<file path="src/rtl/clock_enable_gen.sv">
// Per-channel programmable clock-enable strobes and square waves, all in the CLOCK_50 domain.
// Divisor writes are held pending and only take effect at a terminal count, while idle, or on sync.
module clock_enable_gen #(
   parameter int                          NUM_CH  = 3,
   parameter int                          DIV_W   = 8,
   parameter int                          CH_W    = 2,
   parameter logic [NUM_CH*DIV_W-1:0]     DEF_DIV = {8'd16, 8'd8, 8'd2}
) (
   input  logic                 CLOCK_50,
   input  logic                 rst_n,
   input  logic                 cfg_we,
   input  logic [CH_W-1:0]      cfg_ch,
   input  logic [DIV_W-1:0]     cfg_div,
   input  logic [NUM_CH-1:0]    ch_en,
   input  logic                 sync,
   output logic [NUM_CH-1:0]    ce,
   output logic [NUM_CH-1:0]    clk_sq,
   output logic [NUM_CH-1:0]    pending
);

   logic [NUM_CH-1:0][DIV_W-1:0] cnt, cnt_nx;
   logic [NUM_CH-1:0][DIV_W-1:0] div_q, div_nx;
   logic [NUM_CH-1:0][DIV_W-1:0] pdiv, pdiv_nx;
   logic [NUM_CH-1:0]            pend_nx, ce_nx, sq_nx;

   always_comb begin
      logic              run;
      logic              wrap;
      logic              we_hit;
      logic [DIV_W-1:0]  eff;
      logic [DIV_W-1:0]  cnt_inc;
      logic [DIV_W:0]    half;
      cnt_nx  = cnt;
      div_nx  = div_q;
      pdiv_nx = pdiv;
      pend_nx = pending;
      ce_nx   = '0;
      sq_nx   = clk_sq;
      run     = 1'b0;
      wrap    = 1'b0;
      we_hit  = 1'b0;
      eff     = '0;
      cnt_inc = '0;
      half    = '0;
      for (int i = 0; i < NUM_CH; i++) begin
         run     = ch_en[i] && (div_q[i] != '0);
         wrap    = run && (cnt[i] == div_q[i] - 1'b1);
         we_hit  = cfg_we && (cfg_ch == i[CH_W-1:0]);
         eff     = pending[i] ? pdiv[i] : div_q[i];
         cnt_inc = cnt[i] + 1'b1;
         half    = ({1'b0, div_q[i]} + 1'b1) >> 1;
         if (sync) begin
            div_nx[i]  = eff;
            pend_nx[i] = 1'b0;
            cnt_nx[i]  = '0;
            sq_nx[i]   = (eff != '0);
         end else if (!run) begin
            if (pending[i]) begin
               div_nx[i]  = pdiv[i];
               pend_nx[i] = 1'b0;
               cnt_nx[i]  = '0;
            end
         end else if (wrap) begin
            // The wrap strobe belongs to the old period even when a new divisor lands here.
            ce_nx[i]  = 1'b1;
            sq_nx[i]  = 1'b1;
            cnt_nx[i] = '0;
            if (pending[i]) begin
               div_nx[i]  = pdiv[i];
               pend_nx[i] = 1'b0;
            end
         end else begin
            cnt_nx[i] = cnt_inc;
            sq_nx[i]  = ({1'b0, cnt_inc} < half);
         end
         // A write always lands after this cycle's apply, so it is never consumed the same cycle.
         if (we_hit) begin
            pdiv_nx[i] = cfg_div;
            pend_nx[i] = 1'b1;
         end
      end
   end

   always_ff @(posedge CLOCK_50 or negedge rst_n) begin
      if (!rst_n) begin
         cnt     <= '0;
         div_q   <= DEF_DIV;
         pdiv    <= '0;
         pending <= '0;
         ce      <= '0;
         clk_sq  <= '0;
      end else begin
         cnt     <= cnt_nx;
         div_q   <= div_nx;
         pdiv    <= pdiv_nx;
         pending <= pend_nx;
         ce      <= ce_nx;
         clk_sq  <= sq_nx;
      end
   end

endmodule
</file>
<file path="config.mk">
export PLATFORM = sky130hd
export DESIGN_NAME = clock_enable_gen
export DESIGN_NICKNAME = d
export VERILOG_FILES = /design/src/rtl/clock_enable_gen.sv
export SDC_FILE = /design/constraint.sdc
export NUM_CORES = 1
export LEC_CHECK = 0
export ABC_AREA = 1
export BUFFER_PORTS_ARGS = -buffer_cell sky130_fd_sc_hd__buf_2
export CAP_MARGIN = 15
export CORE_MARGIN = 4
export CORE_UTILIZATION = 67
export CTS_BUF_LIST = sky130_fd_sc_hd__clkbuf_16
export DETAILED_ROUTE_END_ITERATION = 8
export GPL_TIMING_DRIVEN = 1
export PLACE_DENSITY = 0.85
export SYNTH_ARGS = -nofsm -noshare
export SYNTH_HDL_FRONTEND = slang
export SYNTH_SLANG_ARGS = --single-unit
</file>
<file path="constraint.sdc">
create_clock -name CLOCK_50 -period 3.3 [get_ports CLOCK_50]
set_input_delay 0.165 -clock CLOCK_50 [delete_from_list [all_inputs] [get_ports CLOCK_50]]
set_output_delay 0.165 -clock CLOCK_50 [all_outputs]
set_load 0.01 [all_outputs]
</file>
==> out/results.ini <==
[outcome]
status = finished with violations
violations = hold timing

[timing]
maxSlewViolCount = 0
max_freq_mhz = 397
finalCritPeriodShare = 0.764
hold_viol_final = 15
slew_headroom = 0.316
skew_ns = 0.0158
rsz0062_at_grt = no
period_minus_slack_ns = 2.52
finalSetupViolCount = 0
setup-tns-final_ns = 0
tightest_slew_ns = 1.03
holdWs_ns = -0.0428

[clock_network]
numCtsBuffers = 9
post_cts_buffers = 0
htreeDepth = 3
path_clk_slew_ns = 0.08
cts_hold_buf = 0
cts_tree = done
cts_buffer_depth = 2
worstSkewPairLatency_ns = 0.34
clock-root-buffer = clkbuf_16
clock-sinks = 81
cts_resized = 0

[logic_synthesis]
post_synth.cell_area_avg_um2 = 7.28
syn_nets = 829
yosysWarningCount = 0
synth_cell_type_count = 32
ys.flop_type = dfrtp_1
ys_seq_elements = 81
syn_inst = 782
synth_area_mm2 = 0.00569
yosysTopAreaCellShare = 0.343
synth_edf_count = 0
synth-seq-area-share = 0.357
synthTopCellsByArea = dfrtp_1 (34%), nand2_1 (16%), nand3_1 (8.2%), ha_1 (6.6%), xor2_1 (5.7%)
async_reset_ff_frac = 1.00
synth_largest_area_cell = dfrtp_1

[worst_setup_path]
path_buf_inv = 2
cp.required_ns = 3.51
reg2reg_slack_ns = 0.78
end_kind = flop
cp_top_family = simple AND/OR/NAND/NOR gates
path_max_fanout = 20
startpoint_type = flop
max_stage_delay_ns = 0.46
slowest_stage = nand2_1
critPathMostFrequentCell = nand2_1
path_cells = inv_1 -> ha_1 -> inv_1 -> nand2_1 -> nand2_1 -> nand2_1 -> nand2_1 -> nor2_1 -> nand3_1 -> nor2_1 -> nand2_1 -> nand3_1 -> o21ai_0
cp_data_arrival_time_ns = 2.73
path_class = flop to flop

[pwr]
combPwrFrac = 0.456
power.total_uw = 4860
clkPwrFrac = 0.209
p_seq_frac = 0.335
power-per-cell-area_mw_per_mm2 = 797
leakagePower_uw = 0.00311
internal_power_uw = 2610
p_sw_frac = 0.462
irDropWorstVdd_uv = 487
switching_power_uw = 2240

[placed_design]
gp_congestion = 0.978
port_buffers = 25
dp_hpwl_mm = 9.42
dpl_cell_area_mm2 = 0.00578

[min_path]
hold_class = input port to asynchronous set/reset pin

[route]
routedWlPerCell_um = 14.6
vias = 5192
drtIter0Drc = 372
final_antenna_net_count = 0
drtPass1Iterations = 5
vias_per_cell = 5.76
drc_errors = 0
routed_wl_mm = 13.2

[floorplan]
start_util = 0.689
core-area_mm2 = 0.00826
boundaryPins = 26
die_area_mm2 = 0.0100
dieHeight_um = 100
die_w_um = 100
rows = 33

[layout]
area_delta_synth_final_pct = 7.08
most-common-layout-cells = nand2_1 (238), nand3_1 (93), dfrtp_1 (78)
seq_area_mm2 = 0.00203
drive_gt1_frac = 0.0955
n_antenna_cell = 0
design_area_mm2 = 0.00609
fillers = 643
multiInputGateArea_mm2 = 0.00319
nNetsFinal = 838
layout_commonest_cell = nand2_1

[global_routing]
grt_max_degree = 82
grt_pass1_wl_mm = 22.6
grt_pass1_vias = 5066
grt_overflow = 0
track_usage = 0.275
grt_antenna_before_repair = 0

[flow_run]
drv_cap = 0

-- flip-flops by register name (all words and copies together) (netlist names) --
name	count
cnt	24
clk_sq	3
pdiv	24
div_q	24
ce	3
pending	3
-- path summary, 6_finish.rpt --
| path | depth (start not counted) | start | endpoint |
|---|---|---|---|
| max in group asynchronous | 1 | rst_n | clk_sq[0] |
| hold reg to reg | 2 | pdiv[18] | pdiv[18] |
| hold / removal | 1 | rst_n | div_q[17] |
| min in group CLOCK_50 | 3 | cfg_div[3] | pdiv[11] |
| setup reg to reg | 13 | div_q[8] | cnt[8] |
| setup / recovery | 13 | div_q[8] | cnt[8] |
-- cell type report --
class / instances / share of cell area
multi-input cells: 594 / 0.524
flip-flops and latches: 81 / 0.333
inverters: 80 / 0.0493
clock buffers: 9 / 0.0370
well taps: 105 / 0.0216
repair buffers: 25 / 0.0209
clock inverters: 7 / 0.0138
-- cells in the mapped netlist, types with 3 or more instances --
cell and instances:
ha_1 30, nor2_2 7, buf_4 5, nand2_2 4, o21ai_0 59, nand2_1 238, nor3_1 9, a21oi_1 13
nor2_4 8, xor2_1 37, nand2_4 3, buf_2 12, buf_6 4, nor4_1 5, o211ai_1 3, inv_2 3
xnor2_1 10, nand3_1 93, nor2_1 48, dfstp_2 3, inv_1 77, clkbuf_1 6, nand4_1 9, nand3b_1 4
o21a_1 4, dfrtp_1 78
-- power groups by stage --
stage | combinational (µW) | clock, µW | sequential [µW]
5_1_grt | 2530 | 1070 | 1670
3_3_place_gp | 2070 | 0 | 1610
3_5_place_dp | 2160 | 0 | 1630
4_1_cts | 2200 | 1020 | 1610
6_report | 2210 | 1020 | 1630
2_1_floorplan | 1900 | 0 | 1440
-- cell families after synthesis --
logic type	synth area share
AO/OA/AOI/OAI	0.0796
AND/OR/NAND/NOR	0.343
buffers and inverters	0.0818
adder cells (fa/ha/maj)	0.0660
flip-flops	0.357
XOR/XNOR	0.0723
-- metal layers --
layer  GRT usage  part of all wire
met4       0.119             0.026
met1       0.340              0.42
met2       0.480              0.50
met3      0.0368             0.051
met5           0                 0
-- metrics by stage --
stage	worst slack, ns	instances	util
5_1_grt	0.621	901	0.738
2_1_floorplan	1.26	782	-
3_5_place_dp	0.923	885	0.700
6_report	0.780	901	0.738
3_3_place_gp	0.962	885	0.700
4_1_cts	0.890	901	0.738
No activity file was read; power rests on OpenSTA's default activity.
